==> src/rtl/regfile_seq_ctrl_pkg.sv <==
// Shared definitions for the register-file sequencing controller:
// default widths, the controller state encoding and the ALU opcode map.
package regfile_seq_ctrl_pkg;

  // Default widths: 64 x 32 register file and a 5-bit ALU opcode.
  localparam int DATA_W = 32;
  localparam int ADDR_W = 6;
  localparam int OP_W   = 5;

  // Controller states. busy is asserted in SEED0, SEED1 and RUN.
  typedef enum logic [2:0] {
    ST_IDLE  = 3'd0,
    ST_SEED0 = 3'd1,
    ST_SEED1 = 3'd2,
    ST_RUN   = 3'd3,
    ST_DONE  = 3'd4
  } state_t;

  // Opcodes understood by the shared ALU. The controller only passes the
  // latched opcode through; the ALU decides what it means.
  localparam logic [OP_W-1:0] OP_ADD = 5'h01;
  localparam logic [OP_W-1:0] OP_SUB = 5'h02;
  localparam logic [OP_W-1:0] OP_AND = 5'h03;
  localparam logic [OP_W-1:0] OP_OR  = 5'h04;
  localparam logic [OP_W-1:0] OP_XOR = 5'h05;

endpackage : regfile_seq_ctrl_pkg

==> src/rtl/regfile_seq_ctrl_if.sv <==
// Bundle of the requester handshake, ALU operand/result and register-file
// write-port signals seen by the sequencing controller.
// The master side is the surrounding system (requester, ALU, register file);
// the slave side is the controller itself.
interface regfile_seq_ctrl_if #(
  parameter int DATA_W = regfile_seq_ctrl_pkg::DATA_W,
  parameter int ADDR_W = regfile_seq_ctrl_pkg::ADDR_W,
  parameter int OP_W   = regfile_seq_ctrl_pkg::OP_W
);

  // Requester side
  logic              start;
  logic [DATA_W-1:0] seed0;
  logic [DATA_W-1:0] seed1;
  logic [OP_W-1:0]   op;
  logic [ADDR_W:0]   len;
  logic              busy;
  logic              done;
  logic              err;

  // ALU side
  logic [DATA_W-1:0] alu_a;
  logic [DATA_W-1:0] alu_b;
  logic [OP_W-1:0]   alu_op;
  logic [DATA_W-1:0] alu_y;

  // Register-file write port
  logic              rf_we;
  logic [ADDR_W-1:0] rf_waddr;
  logic [DATA_W-1:0] rf_wdata;

  modport master (
    output start, seed0, seed1, op, len, alu_y,
    input  busy, done, err, alu_a, alu_b, alu_op, rf_we, rf_waddr, rf_wdata
  );

  modport slave (
    input  start, seed0, seed1, op, len, alu_y,
    output busy, done, err, alu_a, alu_b, alu_op, rf_we, rf_waddr, rf_wdata
  );

endinterface : regfile_seq_ctrl_if

==> src/rtl/regfile_seq_ctrl.sv <==
// Sequencing controller that fills the register file with a two-term
// recurrence: address 0 <- seed0, address 1 <- seed1, then
// y[k] = alu(y[k-2], y[k-1], op) for k = 2 .. len-1, one write per cycle.
// The ALU and register file live outside; this block drives their operands
// and write port and reports busy/done/err to the requester.
module regfile_seq_ctrl
  import regfile_seq_ctrl_pkg::*;
#(
  parameter int DATA_W = regfile_seq_ctrl_pkg::DATA_W,
  parameter int ADDR_W = regfile_seq_ctrl_pkg::ADDR_W,
  parameter int OP_W   = regfile_seq_ctrl_pkg::OP_W
) (
  input  logic               clk,
  input  logic               rst,
  regfile_seq_ctrl_if.slave  bus
);

  // len carries one extra bit so that a full-depth run (2**ADDR_W) fits.
  localparam int                LEN_W   = ADDR_W + 1;
  localparam logic [LEN_W-1:0]  LEN_MIN = LEN_W'(2);
  localparam logic [LEN_W-1:0]  LEN_MAX = LEN_W'(1) << ADDR_W;

  state_t             state_q, state_d;
  logic [DATA_W-1:0]  a_q, a_d;      // older term, y[k-2]
  logic [DATA_W-1:0]  b_q, b_d;      // newer term, y[k-1]
  logic [ADDR_W-1:0]  k_q, k_d;      // address of the write in progress
  logic [OP_W-1:0]    op_q, op_d;
  logic [LEN_W-1:0]   len_q, len_d;
  logic               err_q, err_d;

  logic               len_legal;
  logic               last_step;

  // A request is legal only for 2..2**ADDR_W entries.
  assign len_legal = (bus.len >= LEN_MIN) && (bus.len <= LEN_MAX);

  // The write at address len-1 is the final one; k stops there so it
  // never wraps, even for a full-depth run ending at the top address.
  assign last_step = ({1'b0, k_q} == (len_q - LEN_W'(1)));

  // State and datapath registers, cleared asynchronously.
  always_ff @(posedge clk or posedge rst) begin
    if (rst) begin
      state_q <= ST_IDLE;
      a_q     <= '0;
      b_q     <= '0;
      k_q     <= '0;
      op_q    <= '0;
      len_q   <= '0;
      err_q   <= 1'b0;
    end else begin
      state_q <= state_d;
      a_q     <= a_d;
      b_q     <= b_d;
      k_q     <= k_d;
      op_q    <= op_d;
      len_q   <= len_d;
      err_q   <= err_d;
    end
  end

  // Next-state logic: start acceptance, seeding and the recurrence shift.
  always_comb begin
    state_d = state_q;
    a_d     = a_q;
    b_d     = b_q;
    k_d     = k_q;
    op_d    = op_q;
    len_d   = len_q;
    err_d   = 1'b0;

    unique case (state_q)
      ST_IDLE: begin
        // start is only looked at here; requests while busy or in DONE
        // are dropped rather than queued.
        if (bus.start) begin
          if (len_legal) begin
            a_d     = bus.seed0;
            b_d     = bus.seed1;
            op_d    = bus.op;
            len_d   = bus.len;
            k_d     = '0;
            state_d = ST_SEED0;
          end else begin
            err_d   = 1'b1;
          end
        end
      end

      ST_SEED0: begin
        k_d     = ADDR_W'(1);
        state_d = ST_SEED1;
      end

      ST_SEED1: begin
        k_d     = ADDR_W'(2);
        state_d = (len_q == LEN_MIN) ? ST_DONE : ST_RUN;
      end

      ST_RUN: begin
        // Slide the two-term window: the ALU result written this cycle
        // becomes the newer operand for the next step.
        a_d = b_q;
        b_d = bus.alu_y;
        if (last_step) begin
          state_d = ST_DONE;
        end else begin
          k_d = k_q + ADDR_W'(1);
        end
      end

      ST_DONE: begin
        state_d = ST_IDLE;
      end

      default: begin
        state_d = ST_IDLE;
      end
    endcase
  end

  // Output decode: write port and status flags follow the current state.
  always_comb begin
    bus.busy     = 1'b0;
    bus.done     = 1'b0;
    bus.rf_we    = 1'b0;
    bus.rf_waddr = '0;
    bus.rf_wdata = '0;

    unique case (state_q)
      ST_SEED0: begin
        bus.busy     = 1'b1;
        bus.rf_we    = 1'b1;
        bus.rf_waddr = k_q;
        bus.rf_wdata = a_q;
      end
      ST_SEED1: begin
        bus.busy     = 1'b1;
        bus.rf_we    = 1'b1;
        bus.rf_waddr = k_q;
        bus.rf_wdata = b_q;
      end
      ST_RUN: begin
        // Combinational ALU result goes straight to the write port.
        bus.busy     = 1'b1;
        bus.rf_we    = 1'b1;
        bus.rf_waddr = k_q;
        bus.rf_wdata = bus.alu_y;
      end
      ST_DONE: begin
        bus.done     = 1'b1;
      end
      default: begin
        bus.busy     = 1'b0;
      end
    endcase
  end

  // ALU operands are the operand registers themselves, valid in every state.
  assign bus.alu_a  = a_q;
  assign bus.alu_b  = b_q;
  assign bus.alu_op = op_q;
  assign bus.err    = err_q;

endmodule : regfile_seq_ctrl
==> src/flat_wrapper.sv <==
// flat-port wrapper written by rule: the top's interface ports become plain ports
module regfile_seq_ctrl_flat import regfile_seq_ctrl_pkg::*;
#(
  parameter int DATA_W = regfile_seq_ctrl_pkg::DATA_W,
  parameter int ADDR_W = regfile_seq_ctrl_pkg::ADDR_W,
  parameter int OP_W   = regfile_seq_ctrl_pkg::OP_W
)
  (clk, rst, bus_start, bus_seed0, bus_seed1, bus_op, bus_len, bus_alu_y, bus_busy, bus_done, bus_err, bus_alu_a, bus_alu_b, bus_alu_op, bus_rf_we, bus_rf_waddr, bus_rf_wdata);
  regfile_seq_ctrl_if #(.DATA_W(DATA_W), .ADDR_W(ADDR_W), .OP_W(OP_W)) bus_i ();
  input  logic clk;
  input  logic rst;
  input wire logic [$bits(bus_i.start)-1:0] bus_start;
  input wire logic [$bits(bus_i.seed0)-1:0] bus_seed0;
  input wire logic [$bits(bus_i.seed1)-1:0] bus_seed1;
  input wire logic [$bits(bus_i.op)-1:0] bus_op;
  input wire logic [$bits(bus_i.len)-1:0] bus_len;
  input wire logic [$bits(bus_i.alu_y)-1:0] bus_alu_y;
  output wire logic [$bits(bus_i.busy)-1:0] bus_busy;
  output wire logic [$bits(bus_i.done)-1:0] bus_done;
  output wire logic [$bits(bus_i.err)-1:0] bus_err;
  output wire logic [$bits(bus_i.alu_a)-1:0] bus_alu_a;
  output wire logic [$bits(bus_i.alu_b)-1:0] bus_alu_b;
  output wire logic [$bits(bus_i.alu_op)-1:0] bus_alu_op;
  output wire logic [$bits(bus_i.rf_we)-1:0] bus_rf_we;
  output wire logic [$bits(bus_i.rf_waddr)-1:0] bus_rf_waddr;
  output wire logic [$bits(bus_i.rf_wdata)-1:0] bus_rf_wdata;
  assign bus_i.start = bus_start;
  assign bus_i.seed0 = bus_seed0;
  assign bus_i.seed1 = bus_seed1;
  assign bus_i.op = bus_op;
  assign bus_i.len = bus_len;
  assign bus_i.alu_y = bus_alu_y;
  assign bus_busy = bus_i.busy;
  assign bus_done = bus_i.done;
  assign bus_err = bus_i.err;
  assign bus_alu_a = bus_i.alu_a;
  assign bus_alu_b = bus_i.alu_b;
  assign bus_alu_op = bus_i.alu_op;
  assign bus_rf_we = bus_i.rf_we;
  assign bus_rf_waddr = bus_i.rf_waddr;
  assign bus_rf_wdata = bus_i.rf_wdata;
  regfile_seq_ctrl #(.DATA_W(DATA_W), .ADDR_W(ADDR_W), .OP_W(OP_W)) u_core (.clk(clk), .rst(rst), .bus(bus_i));
endmodule
==> config.mk <==
export PLATFORM = sky130hd
export DESIGN_NAME = regfile_seq_ctrl_flat
export DESIGN_NICKNAME = d
export VERILOG_FILES = /design/src/rtl/regfile_seq_ctrl_pkg.sv /design/src/rtl/regfile_seq_ctrl_if.sv /design/src/rtl/regfile_seq_ctrl.sv /design/src/flat_wrapper.sv
export SDC_FILE = /design/constraint.sdc
export NUM_CORES = 1
export LEC_CHECK = 0
export CORE_MARGIN = 2
export CORE_UTILIZATION = 38
export CTS_CLUSTER_SIZE = 24
export DETAILED_ROUTE_END_ITERATION = 8
export GPL_TIMING_DRIVEN = 0
export HOLD_SLACK_MARGIN = 0.15
export PLACE_DENSITY = 0.76
export SYNTH_ARGS = -nofsm -noshare
export SYNTH_HDL_FRONTEND = slang
export SYNTH_SLANG_ARGS = --single-unit
==> constraint.sdc <==
create_clock -name clk -period 2.7 [get_ports clk]
set_clock_uncertainty 0.05 [all_clocks]
set_input_delay 0.54 -clock clk [delete_from_list [all_inputs] [get_ports clk]]
set_output_delay 0.54 -clock clk [all_outputs]
set_load 0.02 [all_outputs]
==> metrics.csv <==
metric,value,unit
drv_cap,0,
ys_seq_elements,86,
start_util,0.392,
yosys.cell_count.top_type,mux2i_1,
synthArstFlopShare,1.00,
slew_viol_final,0,
r2r_slack,0.13,ns
dpl_worst_slack,-0.794,ns
fin_ws,0.0710,ns
dpl-instance-area,7440,sq um
rr_startpoint,u_core.len_q[0],
cts_tree,yes,
synth_seq_area_share,0.434,
synth_top_cell_by_area,dfrtp_1,
clock.fmax,380,MHz
syn_to_final_growth,57.3,%
worst_slew_pin_slew,0.787,ns
synth.distinct_cells,42,
ioPinCount,222,
r2r-end,u_core.k_q[2],
cp_max_fo,10,
finalSetupViolations,0,
cts_root_buf,clkbuf_16,
die-area,14000,sq um
min_period_over_period,0.974,
die_y,118,um
track_usage,0.267,
grt_pass1_wl,29300,um
antenna_found_initial,0,
rows,41,
hold_class,reg2reg,
max_slew_margin,0.474,
netlist_top_cells_area,"dfrtp_1, mux2i_1, nand2_1",
coreArea,12700,sq um
ys.flop_type,dfrtp_1,
syn_avg_cell_area,9.09,sq um
overflow,0,
power.switching,4390,uW
h-tree-depth,3,
drt_iter0_markers,354,
synthCells,546,
power.leakage,0.00343,uW
hold_violations,0,
synth.top_cell.area_share,0.434,
cts_buffers,9,
antennaDiodeCount,0,
criticalPathCategory,reg2out,
grt_max_degree,34,
portBuffers,221,
final_area,7810,sq um
holdPathStages,1,
syn_nets,660,
fillers,1117,
critPathRequiredTime,2.11,ns
p_per_area,1200,nW/um^2
wl_per_cell,20.0,um
worst_setup_path_end_kind,output port,
finalNetCount,896,
period_needed,2.63,ns
status,completed,
netlist_top_cells_count,"mux2i_1, dfrtp_1, nand2_1",
cts_buffer_depth,2,
via_per_inst,5.47,
min_to,u_core.bus.alu_op[2],
clk_latency,0.34,ns
pwr-share-seq,0.277,
startpoint_type,flip-flop,
yosys_warnings,0,
vias,5245,
routed_wirelength,19200,um
ff2ff_path_depth,9,
max-vdd-ir-drop,534,uV
p_comb_frac,0.588,
synth_edf_count,0,
dp_hpwl,13800,um
swShare,0.469,
drc_errors,0,
hold_ws,0.452,ns
drive_gt1_frac,0.107,
path_clk_slew,0.07,ns
critical_path_arrival,2.04,ns
first_global_vias,5330,
p_clk_frac,0.135,
cts.sinks,86,
holdCritStartpoint,u_core.bus.alu_op[2],
die_w,118,um
dr.pass1.iters,5,
drtAntennaViolNets,0,
gp_congestion,0.888,
synth_area,4960,sq um
internal-power,4960,uW
-- flip-flops by register name, summed over array words and instances (netlist names) --
register,cells
u_core.bus.alu_b,32
u_core.state_q,3
u_core.bus.alu_op,5
u_core.bus.alu_a,32
u_core.k_q,6
u_core.len_q,7
u_core.bus.err,1
-- timing repair --
item	4_1_cts	5_1_grt
resized for setup	70	61
pin swaps	0	1
buffers inserted	1	1
cloned	0	1
hold buffers	0	0
setup endpoints to repair	97	102
-- through the flow --
| step | std cells | setup TNS (ns) | total power, uW | utilization |
|---|---|---|---|---|
| floorplan | 546 | 0 | 5410 | - |
| global placement | 939 | -47.94 | 8030 | 0.584 |
| detailed placement | 941 | -48.80 | 8160 | 0.587 |
| CTS | 957 | -0.260 | 9310 | 0.614 |
| global route | 958 | -0.0272 | 9850 | 0.616 |
| finish | 958 | 0 | 9350 | 0.616 |
-- area by class of cell --
cell class	instances	area, sq um	share of cell area
plain buffers	40	290	0.0372
clock buffers	12	246	0.0316
clock inverters	3	45.0	0.00577
inverters	6	27.5	0.00353
multi-input cells	413	2630	0.337
flip-flops and latches	86	2150	0.276
well taps	172	215	0.0276
repair buffers	226	2200	0.282
-- worst max-delay path, stage by stage, from the launching register on --
cell and delay, ns:
dfrtp_1 0.37, buf_4 0.23, buf_4 0.27, mux2i_1 0.22, nor2_1 0.06, a21oi_1 0.14, nor2_1 0.05, dlygate4sd2_1 0.34
-- metal layers --
layer | track usage | vias up | share of wire
met5 | 0 | - | 0
met4 | 0.0776 | 0 | 0.018
met3 | 0.0545 | 32 | 0.082
met2 | 0.451 | 306 | 0.48
met1 | 0.346 | 2551 | 0.42
li1 | - | 2356 | -
-- power groups by stage --
stage	Sequential (uW)	Combinational, uW	Clock (uW)
finish	2590	5500	1260
global route	2670	5870	1310
CTS	2540	5500	1270
detailed placement	2550	5610	0
global placement	2520	5500	0
floorplan	3030	2390	0
-- cell families (layout without fill, tap and decap cells) --
family	Yosys count	count (layout)	synth area share
AND/OR/NAND/NOR	179	179	0.155
AO/OA/AOI/OAI	116	116	0.126
multiplexers	107	107	0.218
flip-flops	86	86	0.434
buffers and inverters	47	287	0.0449
XOR/XNOR	8	8	0.0141
adder cells (fa/ha/maj)	3	3	0.00756
-- worst max-delay path by stage --
stage                                  from                  end  slack, ns  cells after the start
after CTS                 u_core.state_q[1]     bus_rf_wdata[19]      -0.22                      7
after global placement    u_core.state_q[1]     bus_rf_wdata[30]      -0.81                      7
final                     u_core.state_q[1]      bus_rf_wdata[0]       0.07                      7
after floorplan                  bus_len[2]  u_core.bus.alu_b[0]       0.28                      9
after global routing        u_core.len_q[0]        u_core.k_q[2]      -0.02                      9
after detailed placement  u_core.state_q[1]     bus_rf_wdata[19]      -0.79                      7
-- cells in the final DEF (no fill, tap or decap), drive strengths merged, types with 2 or more instances in the layout --
cell type,n
clkdlybuf4s50,189
mux2i,97
dfrtp,86
nand2,73
nor2,71
o21ai,66
clkbuf,51
a21oi,35
buf,25
mux2,10
and2,7
nand2b,6
nand3,6
dlygate4sd2,6
clkdlybuf4s15,6
inv,4
xnor2,4
xor2,4
nor3,4
o211ai,3
clkinvlp,3
ha,3
nor2b,3
a21o,2
o31a,2
o22a,2
or4,2
(Power assumes the default switching activity.)
